--- config.mk ---
export PLATFORM = sky130hd
export DESIGN_NAME = seq_stage_ctrl
export DESIGN_NICKNAME = d
export VERILOG_FILES = /design/src/rtl/seq_stage_ctrl.sv
export SDC_FILE = /design/constraint.sdc
export NUM_CORES = 1
export LEC_CHECK = 0
export ABC_AREA = 1
export BUFFER_PORTS_ARGS = -buffer_cell sky130_fd_sc_hd__buf_2
export CELL_PAD_IN_SITES_DETAIL_PLACEMENT = 0
export CELL_PAD_IN_SITES_GLOBAL_PLACEMENT = 2
export CORE_MARGIN = 4
export CORE_UTILIZATION = 33
export DETAILED_ROUTE_END_ITERATION = 6
export PLACE_DENSITY = 0.86
export SLEW_MARGIN = 20
export SYNTH_ARGS = -nofsm -noshare
export SYNTH_HDL_FRONTEND = slang
export SYNTH_SLANG_ARGS = --single-unit
--- constraint.sdc ---
create_clock -name clk_i -period 4.5 [get_ports clk_i]
set_input_delay 0 -clock clk_i [delete_from_list [all_inputs] [get_ports clk_i]]
set_output_delay 0 -clock clk_i [all_outputs]
set_load 0.05 [all_outputs]
--- src/rtl/seq_stage_ctrl.sv ---
// Multi-cycle stage sequencer for the Y86-64 datapath.
// Steps one instruction through F/D/E/M/W/P, skipping M and W when the instruction class does not use them.
`timescale 1ns/1ps

module seq_stage_ctrl #(
    parameter int CNT_W       = 32,
    parameter int MEM_TIMEOUT = 15
) (
    input  logic             clk_i,
    input  logic             rst_i,
    input  logic             start_i,
    input  logic [3:0]       icode_i,
    input  logic             instr_valid_i,
    input  logic             imem_error_i,
    input  logic             mem_ready_i,
    input  logic             dmem_error_i,
    output logic             fetch_en_o,
    output logic             decode_en_o,
    output logic             execute_en_o,
    output logic             memory_en_o,
    output logic             writeback_en_o,
    output logic             pc_we_o,
    output logic [2:0]       state_o,
    output logic [2:0]       stat_o,
    output logic             busy_o,
    output logic [CNT_W-1:0] instr_cnt_o,
    output logic [CNT_W-1:0] cycle_cnt_o
);

    typedef enum logic [2:0] {
        ST_IDLE      = 3'd0,
        ST_FETCH     = 3'd1,
        ST_DECODE    = 3'd2,
        ST_EXECUTE   = 3'd3,
        ST_MEMORY    = 3'd4,
        ST_WRITEBACK = 3'd5,
        ST_PCUPD     = 3'd6,
        ST_HALTED    = 3'd7
    } state_t;

    localparam logic [2:0] STAT_AOK = 3'd1;
    localparam logic [2:0] STAT_HLT = 3'd2;
    localparam logic [2:0] STAT_ADR = 3'd3;
    localparam logic [2:0] STAT_INS = 3'd4;

    localparam int                WAIT_W    = $clog2(MEM_TIMEOUT + 1);
    localparam logic [WAIT_W-1:0] WAIT_LAST = WAIT_W'(MEM_TIMEOUT - 1);

    state_t             r_state;
    state_t             w_nextState;
    logic [2:0]         r_stat;
    logic [2:0]         w_nextStat;
    logic [3:0]         r_icode;
    logic [WAIT_W-1:0]  r_wait;
    logic [CNT_W-1:0]   r_instrCnt;
    logic [CNT_W-1:0]   r_cycleCnt;
    logic               w_needMem;
    logic               w_needWb;
    logic               w_active;
    logic               w_timeout;

    // Stage routing depends on the icode latched at the end of FETCH, not the live fetch bus.
    assign w_needMem = r_icode inside {4'h4, 4'h5, 4'h8, 4'h9, 4'hA, 4'hB};
    assign w_needWb  = r_icode inside {4'h2, 4'h3, 4'h5, 4'h6, 4'h8, 4'h9, 4'hA, 4'hB};
    assign w_active  = (r_state != ST_IDLE) && (r_state != ST_HALTED);
    assign w_timeout = (r_wait == WAIT_LAST);

    always_ff @(posedge clk_i or posedge rst_i) begin
        if (rst_i) begin
            r_state <= ST_IDLE;
            r_stat  <= STAT_AOK;
        end else begin
            r_state <= w_nextState;
            r_stat  <= w_nextStat;
        end
    end

    always_comb begin
        w_nextState = r_state;
        w_nextStat  = r_stat;
        case (r_state)
            ST_IDLE: begin
                if (start_i) begin
                    w_nextState = ST_FETCH;
                end
            end
            ST_FETCH: begin
                if (imem_error_i) begin
                    w_nextState = ST_HALTED;
                    w_nextStat  = STAT_ADR;
                end else if (!instr_valid_i) begin
                    w_nextState = ST_HALTED;
                    w_nextStat  = STAT_INS;
                end else if (icode_i == 4'h0) begin
                    w_nextState = ST_HALTED;
                    w_nextStat  = STAT_HLT;
                end else begin
                    w_nextState = ST_DECODE;
                end
            end
            ST_DECODE: begin
                w_nextState = ST_EXECUTE;
            end
            ST_EXECUTE: begin
                if (w_needMem) begin
                    w_nextState = ST_MEMORY;
                end else if (w_needWb) begin
                    w_nextState = ST_WRITEBACK;
                end else begin
                    w_nextState = ST_PCUPD;
                end
            end
            ST_MEMORY: begin
                // A ready on the final allowed cycle takes precedence over the timeout.
                if (mem_ready_i) begin
                    if (dmem_error_i) begin
                        w_nextState = ST_HALTED;
                        w_nextStat  = STAT_ADR;
                    end else if (w_needWb) begin
                        w_nextState = ST_WRITEBACK;
                    end else begin
                        w_nextState = ST_PCUPD;
                    end
                end else if (w_timeout) begin
                    w_nextState = ST_HALTED;
                    w_nextStat  = STAT_ADR;
                end
            end
            ST_WRITEBACK: begin
                w_nextState = ST_PCUPD;
            end
            ST_PCUPD: begin
                w_nextState = ST_FETCH;
            end
            default: begin
                w_nextState = ST_HALTED;
            end
        endcase
    end

    always_ff @(posedge clk_i or posedge rst_i) begin
        if (rst_i) begin
            r_icode <= 4'h0;
        end else if ((r_state == ST_FETCH) && (w_nextState == ST_DECODE)) begin
            r_icode <= icode_i;
        end
    end

    // Cleared whenever outside MEMORY so every memory access starts counting from zero.
    always_ff @(posedge clk_i or posedge rst_i) begin
        if (rst_i) begin
            r_wait <= '0;
        end else if (r_state == ST_MEMORY) begin
            r_wait <= r_wait + WAIT_W'(1);
        end else begin
            r_wait <= '0;
        end
    end

    always_ff @(posedge clk_i or posedge rst_i) begin
        if (rst_i) begin
            r_cycleCnt <= '0;
            r_instrCnt <= '0;
        end else begin
            if (w_active) begin
                r_cycleCnt <= r_cycleCnt + CNT_W'(1);
            end
            if (r_state == ST_PCUPD) begin
                r_instrCnt <= r_instrCnt + CNT_W'(1);
            end
        end
    end

    always_comb begin
        fetch_en_o     = 1'b0;
        decode_en_o    = 1'b0;
        execute_en_o   = 1'b0;
        memory_en_o    = 1'b0;
        writeback_en_o = 1'b0;
        pc_we_o        = 1'b0;
        case (r_state)
            ST_FETCH:     fetch_en_o     = 1'b1;
            ST_DECODE:    decode_en_o    = 1'b1;
            ST_EXECUTE:   execute_en_o   = 1'b1;
            ST_MEMORY:    memory_en_o    = 1'b1;
            ST_WRITEBACK: writeback_en_o = 1'b1;
            ST_PCUPD:     pc_we_o        = 1'b1;
            default: ;
        endcase
    end

    assign state_o     = r_state;
    assign stat_o      = r_stat;
    assign busy_o      = w_active;
    assign instr_cnt_o = r_instrCnt;
    assign cycle_cnt_o = r_cycleCnt;

endmodule

==> results.md, run 1 <==
- Post-Place Cell Area: 0.005283 mm²
- Routed met1 length: 6.501 mm
- Synthesized Nets: 702
- DR WL met3: 721 µm
- Final Critical Period: 2.348 ns
- Area leader, netlist: dfrtp_1
- Diodes inserted: 0
- Area contributors post-synth: dfrtp_1 42%, nand2_1 24%, nor2_1 8.8%, inv_1 5.3%, nand3_1 4.9%
- Setup-failing EPs final: 0
- CTS tree: done
- Max Fclk: 425.8 MHz
- Initial antenna violation count: 0
- Register area share after synthesis: 42.09%
- Yosys reg bits: 78
- Drt first-iter violations: 283
- Clk_lat worst skew: 0.35 ns
- Htree depth: 3
- Chip width: 126.6 µm
- Largest net degree at the start of global routing: 48
- Most common cell after layout, fill and taps aside: nand2_1
- Power Density: 264.4 mW/mm²
- GRT overflow: 0
- WP data arrival: 2.35 ns
- Count of buffers from port buffering: 87
- First-pass GRT wire length: 21.95 mm
- DR WL/cell: 13.72 µm
- Std cell rows: 43
- Initial core utilization: 33.56%
- Vias/cell: 4.638
- Maxcap violations: 0
- DRC: 0
- Req. time, crit path: 4.50 ns
- Fin. Hold Viols: 0
- Reg2Reg Launch Point: state_o[0]
- R2R setup slack: 2.45 ns
- CTS clk-pin slew, worst paths: 0.06 ns
- Post-Syn Area: 0.004641 mm²
- CTS sink cnt: 78
- CP max FO: 12
- Hold EP: stat_o[1]
- Rel. slew slack: 57.65%
- CP Launch Type: flip-flop
- Antenna-violating nets left: 0
- Yosys top cell area share: 41.52%
- Outcome: finished, final reports clean
- Static leakage: 2.825 nW
- Hpwl dp: 10.32 mm
- Commonest non-fill, non-tap cells in the layout: 291 x nand2_1, 109 x nor2_1, 87 x buf_2
- Placed Instances: 949
- Routed WL: 13.35 mm
- TNS Setup: 0 ns
- Yosys warning count: 0
- Layout area overhead: 22.24%
- Hold_sp: instr_valid_i
- # IOs: 88
- RSZ-0062 raised after global routing: no
- Top Layer Used: met4
- Fill cell count: 1,473
- Die Ht: 126.6 µm
- Crit. End Element: output pin
- Post-Layout Cell Count: 973
- Worst vdd rail ir drop: 0.1622 mV
- Layout net count: 803
- Worst Clk Skew: 0.009924 ns
- Slew @ Worst Pin: 0.6352 ns
- Crit share post-route: 52.19%
- CTS buffer count: 9
- CORE AREA: 0.01383 mm²
- Reg2Reg Depth: 7
- WHS Path Cells: 5
- Slew Viols, Final: 0
- Met2 routed WL: 5.911 mm
- # resized after CTS: 0
- Root Driver: clkbuf_16
- GPL Wtd Cong: 0.8430
- Total routing usage reported by global routing: 17.19%
- Clk buf depth: 2
- Number of global-route vias before repair: 4,282
- DR vias: 4,513
- Die area: 0.01602 mm²
- First-pass DRT Iterations: 4
- Average size of a mapped cell: 6.755 µm²
- Cell variety after synth: 29
- Worst R2R End: instr_cnt_o[4]
- Kind of critical path: reg2out
- Share of layout cells above drive strength 1: 14.63%
- Post-synthesis cell count: 687
- HP Class: in2reg
- Final instance area: 0.005673 mm²
worst max-delay path, stage by stage (launching register included):
cell and delay [ns]:
dfrtp_1 0.50, nand3_1 0.27, nand2_1 0.48, clkinv_1 0.42, buf_2 0.33
cells in the mapped netlist:
library cell,count
a21oi_1,2
and2_1,1
buf_1,1
buf_2,4
clkbuf_1,1
clkinv_1,2
dfrtp_1,77
dfstp_2,1
ha_1,4
inv_1,66
inv_2,2
nand2_1,291
nand2_2,1
nand3_1,45
nand3_2,1
nand3b_1,5
nand4_1,16
nor2_1,109
nor2_2,4
nor2_4,2
nor3_1,2
nor3b_1,1
o211a_1,2
o21ai_0,9
o21ai_1,2
o21bai_1,2
or2_1,1
xnor2_1,11
xor2_1,22
cells by family after synthesis:
group	share of synthesized area (%)
AOI/OAI and AO/OA	2.157
buffers and inverters	6.255
and+or+nand+nor	42.20
xor gates and xnor gates	6.228
DFF	42.09
adders and majority gates	1.079
report_power, final:
group	switching, mW	leakage [nW]	internal (mW)	total [mW]
Clock	0.311	0.144	0.459	0.770
Combinational	0.0190	1.61	0.00900	0.0280
Sequential	0	1.07	0.701	0.701
Total	0.330	2.82	1.17	1.50
cell type report:
class / instances / area (µm²) / area share [%]
Tap cell: 180 / 225.2 / 3.970
Clock buffer: 11 / 252.7 / 4.455
Clock inverter: 5 / 57.56 / 1.015
Inverter: 70 / 264.0 / 4.654
Multi-Input combinational cell: 533 / 2397 / 42.26
Timing Repair Buffer: 96 / 523.0 / 9.219
Sequential cell: 78 / 1953 / 34.43
how the worst max path moves through the flow:
stage / startpoint / to / slack [ns] / depth (start not counted)
finish: state_o[2] / busy_o / 2.15 / 4
global route: state_o[2] / busy_o / 1.97 / 4
global placement: state_o[0] / instr_cnt_o[4] / 2.54 / 7
floorplan: state_o[0] / stat_o[1] / 2.40 / 8
detailed placement: state_o[0] / instr_cnt_o[4] / 2.43 / 7
CTS: state_o[2] / busy_o / 2.13 / 4
state kept, by name, summed over array words and instances (netlist names):
name	cells
stat_o	3
instr_cnt_o	32
cycle_cnt_o	32
state_o	3
r_wait	4
r_icode	4
layer usage:
layer  global-route usage [%]  vias up
li1                         -     2330
met1                    23.88     2064
met2                    26.46      103
met3                    3.621       16
met4                    6.309        0
met5                        0        -
through the flow:
step | setup slack, ns | util [%] | hold WS (ns) | total power, mW
2_1_floorplan | 2.404 | - | 0.1654 | 0.7281
3_3_place_gp | 2.542 | 38.20 | 0.06213 | 0.7389
3_5_place_dp | 2.433 | 38.20 | 0.07867 | 0.7395
4_1_cts | 2.129 | 41.03 | 0.02618 | 1.517
5_1_grt | 1.973 | 41.03 | 0.06018 | 1.561
6_report | 2.152 | 41.03 | 0.02727 | 1.500
timing repair:
| action | CTS | global route |
|---|---|---|
| endpoints found under the setup margin | 0 | 0 |
| hold buffers | 8 | 0 |
| hold endpoints to repair | 36 | 0 |
| buffers inserted | 0 | 0 |
Power figures use the tool's default switching activity.
==> inputs of run 2 (changes only) <==
- ABC_AREA: 1 -> 0
- CORE_UTILIZATION: 33 -> 34
- PLACE_DENSITY: 0.86 -> 0.79
- clock period: 4.5 -> 2.5 ns (I/O delays scaled with it)
==> results.md, run 2 <==
- CTS clk-pin slew, worst paths: 0.08 ns (+0.02 ns)
- Clk buf depth: 2 (unchanged)
- Rel. slew slack: 55.82% (-1.8 points)
- Ys flop type: dfrtp_1
- Most common cell after layout, fill and taps aside: buf_2
- Commonest non-fill, non-tap cells in the layout: 87 x buf_2, 77 x dfrtp_1, 53 x xnor2_1
- Synthesized Nets: 350 (-50%)
- Worst Clk Skew: 0.01225 ns (+0.002322 ns)
- Setup Buffers After CTS: 0 (unchanged)
- RSZ-0062 raised after global routing: no
- Slew @ Worst Pin: 0.6577 ns (+0.02252 ns)
- Initial core utilization: 35.42% (+1.9 points)
- Vias/cell: 4.939 (+6.5%)
- Crit. End Element: flip-flop
- GPL Wtd Cong: 0.7787 (-7.6%)
- WP data arrival: 2.23 ns (-0.12 ns)
- Area contributors post-synth: dfrtp_1 52%, xnor2_1 13%, nand4_1 4.4%, nand3_1 3.5%, xor2_1 2.8%
- Clk_lat worst skew: 0.35 ns (about the same)
- Routed WL: 8.319 mm (-38%)
- Register area share after synthesis: 52.70% (+11 points)
- Max incr delay on CP: 0.59 ns (+0.09 ns)
- # IOs: 88 (unchanged)
- Met2 Usage GRT: 19.31% (-7.2 points)
- # resized after CTS: 0 (unchanged)
- Most frequent cell after synthesis: dfrtp_1
- Cell variety after synth: 40 (+38%)
- Die area: 0.01263 mm² (-21%)
- Antenna-violating nets left: 0 (unchanged)
- CP delay by family, top: simple AND/OR/NAND/NOR gates
- Setup-failing EPs final: 0 (unchanged)
- Critical path buffers and inverters: 0 (-2)
- Yosys reg bits: 78 (unchanged)
- CORE AREA: 0.01046 mm² (-24%)
- Kind of critical path: reg2reg
- DR WL/cell: 14.44 µm (+5.2%)
- Power Density: 916.2 mW/mm² (+250%)
- CTS tree: done
- CP max stage cell: or3b_2
- Met1 Use GR: 20.23% (-3.6 points)
- Area leader, netlist: dfrtp_1
- CTS sink cnt: 78 (unchanged)
- CP max FO: 14 (+2)
- FFs w/ async S/R, synth: 100.0% (unchanged)
- Slew Viols, Final: 0 (unchanged)
- Share of power burned in registers: 40.6% (-6.2 points)
- Placed Instances: 554 (-42%)
- Drt first-iter violations: 127 (-55%)
- CTS buffer count: 9 (unchanged)
- Layout net count: 450 (-44%)
- Initial antenna violation count: 0 (unchanged)
- Post-synth EDFFs: 0 (unchanged)
- Yosys top cell area share: 51.99% (+10 points)
- GRT overflow: 0 (unchanged)
- Root Driver: clkbuf_8
- Crit share post-route: 80.19%
- Worst vdd rail ir drop: 0.8995 mV (+450%)
- Diodes inserted: 0 (unchanged)
- Std cell rows: 37 (-14%)
- Number of global-route vias before repair: 2,718 (-37%)
- Outcome: finished, final reports clean
- Final Critical Period: 2.005 ns
- HP Class: in2reg
- GR Util met3: 3.181% (-0.44 points)
- Post-Layout Cell Count: 576 (-41%)
- Static leakage: 2.215 nW (-22%)
- Htree depth: 3 (unchanged)
- Count of buffers from port buffering: 87 (unchanged)
- Max Fclk: 498.8 MHz
- Hpwl dp: 6.170 mm (-40%)
- Share of layout cells above drive strength 1: 28.64% (+14 points)
- First-pass GRT wire length: 14.15 mm (-36%)
- Post-synth top cells: 77 x dfrtp_1, 53 x xnor2_1, 26 x nand3_1, 26 x nand4_1, 22 x nand2_1
- Post-Syn Area: 0.003706 mm² (-20%)
- CP Launch Type: flip-flop
- Total routing usage reported by global routing: 13.68% (-3.5 points)
- Fin. Hold Viols: 0 (unchanged)
- Switching portion of total power: 42.22% (+20 points)
- Yosys warning count: 0 (unchanged)
- Cell Int Power: 2.431 mW (+110%)
- TNS Setup: 0 ns (unchanged)
- Post-synthesis cell count: 335 (-51%)
- GRT busiest layer: met1
- Maxcap violations: 0 (unchanged)
- CP cell instances: or3b_2 -> a21oi_2 -> a21o_1 -> mux2_2
- DR vias: 2,845 (-37%)
- Chip width: 112.4 µm (-11%)
- Psw: 1.777 mW (+440%)
- Largest net degree at the start of global routing: 58 (+21%)
- Req. time, crit path: 2.73 ns (-1.77 ns)
- DRC: 0 (unchanged)
- Clock share of power: 24.5% (-27 points)
- Logic pwr share: 34.9% (+33 points)
- Average size of a mapped cell: 11.06 µm² (+64%)
- First-pass DRT Iterations: 6 (+2)
- Die Ht: 112.4 µm (-11%)
- Layout area overhead: 23.94%
[run 2: cell count changes after synthesis, sizes merged, moves of 10 or more]
cell	delta
nand4	+11
nand2	-270
nor2	-100
inv	-59
nand3	-19
and3	+13
xnor2	+42
xor2	-10
[run 2: cells by family after synthesis]
| kind of cell | synth area share [%] |
|---|---|
| AND/OR/NAND/NOR | 23.60 |
| flip-flops | 52.70 |
| XOR/XNOR | 15.36 |
| buffers and inverters | 2.228 |
| AO/OA/AOI/OAI | 2.633 |
| multiplexers | 2.127 |
| adder cells (fa/ha/maj) | 1.350 |
[run 2: final cells by class]
class,instances,area [µm²]
Fill cell,1037,5869
Sequential cell,78,1953
Multi-Input combinational cell,239,1675
Timing Repair Buffer,98,545.5
Tap cell,136,170.2
Clock buffer,11,131.4
Clock inverter,5,83.83
Inverter,9,33.78
[run 2: tightest hold or removal path, stage by stage]
cell,delay (ns)
buf_2,0.08
nand2b_1,0.12
mux2_2,0.15
[run 2: power by group through the flow]
stage	Sequential [mW]	Clock, mW	Combinational (mW)
finish	1.71	1.03	1.47
global route	1.75	1.12	1.59
CTS	1.71	1.06	1.49
detailed placement	1.73	0	1.48
global placement	1.72	0	1.47
floorplan	2.11	0	0.725
[run 2: worst paths after layout]
| path | startpoint | end | slack [ns] | cells past startpoint |
|---|---|---|---|---|
| min reg2reg | instr_cnt_o[31] | instr_cnt_o[31] | 0.46 | 1 |
| min | imem_error_i | stat_o[0] | 0.05 | 3 |
| max | state_o[2] | stat_o[2] | 0.50 | 4 |
| max reg2reg | state_o[2] | stat_o[2] | 0.50 | 4 |
| max in group asynchronous | rst_i | stat_o[0] | 1.53 | 4 |
| min in group asynchronous | rst_i | instr_cnt_o[29] | 0.21 | 3 |
[run 2: per-stage QoR]
stage	utilization [%]	total power [mW]	instance area (µm²)	setup WS, ns	hold slack, ns
floorplan	-	2.836	3706	0.07324	0.1517
global placement	41.27	3.191	4318	0.5649	0.05852
detailed placement	41.27	3.214	4318	0.4838	0.05868
CTS	43.90	4.265	4593	0.4741	0.01928
global route	43.90	4.461	4593	0.3501	0.03729
finish	43.90	4.208	4593	0.4951	0.04788
[run 2: per-layer routing]
metal | wire length, µm | share of wire [%]
met1 | 4183 | 50
met5 | 0 | 0
met3 | 437 | 5.3
met4 | 124 | 1.5
met2 | 3573 | 43
[run 2: timing repair]
action / 4_1_cts / 5_1_grt
hold buffers: 6 / 0
endpoints found under the setup margin: 0 / 0
hold endpoints to repair: 26 / 0
==> inputs of run 3 (changes only) <==
- clock period: 2.5 -> 2 ns (I/O delays scaled with it)
==> results.md, run 3 (synthesis gave the netlist of run 2 again) <==
- Outcome: finished, final reports clean
- Met2 routed WL: 3.811 mm (+6.7%)
- Clk_lat worst skew: 0.36 ns (about the same)
- Root Driver: clkbuf_8
- Vias/cell: 4.981 (+0.85%)
- Req. time, crit path: 2.00 ns (-0.73 ns)
- GPL Wtd Cong: 0.7578 (-2.7%)
- Htree depth: 3 (unchanged)
- TNS Setup: 0 ns (unchanged)
- Static leakage: 2.248 nW (+1.5%)
- Final Critical Period: 1.836 ns
- Routed WL: 8.612 mm (+3.5%)
- Total routing usage reported by global routing: 14.43% (+0.76 points)
- Worst vdd rail ir drop: 0.9421 mV (+4.7%)
- Routed met1 length: 4.230 mm (+1.1%)
- Slew Viols, Final: 0 (unchanged)
- Die area: 0.01263 mm² (unchanged)
- Largest net degree at the start of global routing: 43 (-26%)
- First-pass GRT wire length: 14.83 mm (+4.8%)
- Post-Place Cell Area: 0.004393 mm² (+1.7%)
- Cell Int Power: 3.076 mW (+27%)
- Hpwl dp: 6.157 mm (-0.21%)
- WP data arrival: 1.84 ns (-0.39 ns)
- Share of layout cells above drive strength 1: 31.03% (+2.4 points)
- CP max FO: 10 (-4)
- DR WL met3: 494 µm (+13%)
- CTS clk-pin slew, worst paths: 0.08 ns (about the same)
- Slew @ Worst Pin: 0.8372 ns (+0.1795 ns)
- CTS sink cnt: 78 (unchanged)
- Psw: 2.258 mW (+27%)
- Layout net count: 458 (+1.8%)
- Switching portion of total power: 42.34% (+0.11 points)
- Most common cell after layout, fill and taps aside: buf_2
- Antenna-violating nets left: 0 (unchanged)
- DR WL/cell: 14.75 µm (+2.1%)
- Layout area overhead: 26.27%
- CORE AREA: 0.01046 mm² (unchanged)
- Fill cell count: 1,036 (-0.096%)
- Initial antenna violation count: 0 (unchanged)
- Worst Clk Skew: 0.01393 ns (+0.001686 ns)
- DR vias: 2,909 (+2.2%)
- Number of global-route vias before repair: 2,870 (+5.6%)
- Register area: 0.001958 mm² (+0.26%)
- Logic pwr share: 35.4% (+0.5 points)
- DRC: 0 (unchanged)
- Crit share post-route: 91.79%
- Dpl ws: 0.1416 ns (-0.3422 ns)
- Count of buffers from port buffering: 87 (unchanged)
- Diodes inserted: 0 (unchanged)
- Clk buf depth: 2 (unchanged)
- Maxcap violations: 0 (unchanged)
- HP Class: in2reg
- RSZ-0062 raised after global routing: no
- Fin. Hold Viols: 0 (unchanged)
- Initial core utilization: 35.42% (unchanged)
- # IOs: 88 (unchanged)
- CTS tree: done
- Share of power burned in registers: 40.1% (-0.5 points)
- Final instance area: 0.004679 mm² (+1.9%)
- Final setup margin: 0.1642 ns (-0.3310 ns)
- Max Fclk: 544.7 MHz
- Kind of critical path: reg2out
- Clock share of power: 24.5% (about the same)
- Commonest non-fill, non-tap cells in the layout: 87 x buf_2, 73 x dfrtp_1, 53 x xnor2_1
- Multi-input gate area: 0.001690 mm² (+0.90%)
- GRT overflow: 0 (unchanged)
- Hold slack final: 0.1067 ns (+0.05878 ns)
- Drt first-iter violations: 128 (+0.79%)
- Std cell rows: 37 (unchanged)
- Top Layer Used: met4
- Rel. slew slack: 44.07% (-12 points)
- Chip width: 112.4 µm (unchanged)
- Setup-failing EPs final: 0 (unchanged)
- Crit. End Element: output pin
- Die Ht: 112.4 µm (unchanged)
- Power Density: 1140 mW/mm² (+24%)
- First-pass DRT Iterations: 4 (-2)
- CTS buffer count: 9 (unchanged)
- CP Launch Type: flip-flop
- Final core occ: 44.73% (+0.83 points)
-- run 3: cell count changes in the layout (fill, tap and decap cells not counted), sizes merged --
cell         before  now
inv               9    8
dlygate4sd3       6    7
clkinvlp          2    3
buf              92   99
-- run 3: worst max-delay path, stage by stage, from the launching register on --
cell and delay [ns]:
dfrtp_1 0.50, or3b_2 0.50, buf_4 0.18, inv_1 0.05, buf_2 0.25
-- run 3: path summary, 6_finish.rpt --
check	start	end	slack (ns)	cells after the start
setup / recovery	state_o[1]	memory_en_o	0.16	4
hold / removal	start_i	state_o[0]	0.11	5
setup reg to reg	state_o[1]	stat_o[2]	0.25	4
hold reg to reg	instr_cnt_o[31]	instr_cnt_o[31]	0.47	1
max in group asynchronous	rst_i	cycle_cnt_o[8]	0.99	4
min in group asynchronous	rst_i	instr_cnt_o[31]	0.34	3
-- run 3: power by group through the flow --
stage                     clock, mW  combinational, mW  sequential [mW]
after global placement            0               1.90             2.15
final                          1.31               1.89             2.14
after floorplan                   0              0.942             2.65
after CTS                      1.35               1.91             2.14
after global routing           1.43               2.03             2.19
after detailed placement          0               1.90             2.17
-- run 3: repair_timing --
action,CTS,global route
hold buffers,7,0
setup buffers,0,0
setup endpoints to repair,0,4
gates resized for setup,0,1
endpoints found under the hold margin,41,0
-- run 3: per-layer routing --
layer | up-vias | track usage (%)
met1 | 1418 | 20.58
met4 | 0 | 4.567
li1 | 1407 | -
met3 | 4 | 4.367
met2 | 80 | 21.02
met5 | - | 0
-- run 3: metrics by stage --
stage | cells | power [mW]
floorplan | 335 | 3.588
global placement | 561 | 4.045
detailed placement | 561 | 4.065
CTS | 584 | 5.397
global route | 584 | 5.652
finish | 584 | 5.334
-- run 3: final cells by class --
type                    instances  share of cell area [%]
clock inverters                 5                   1.791
inverters                       9                  0.8021
clock buffers                  11                   2.807
multi-input cells             239                   36.12
well taps                     136                   3.636
flip-flops and latches         78                   41.84
repair buffers                106                   12.99
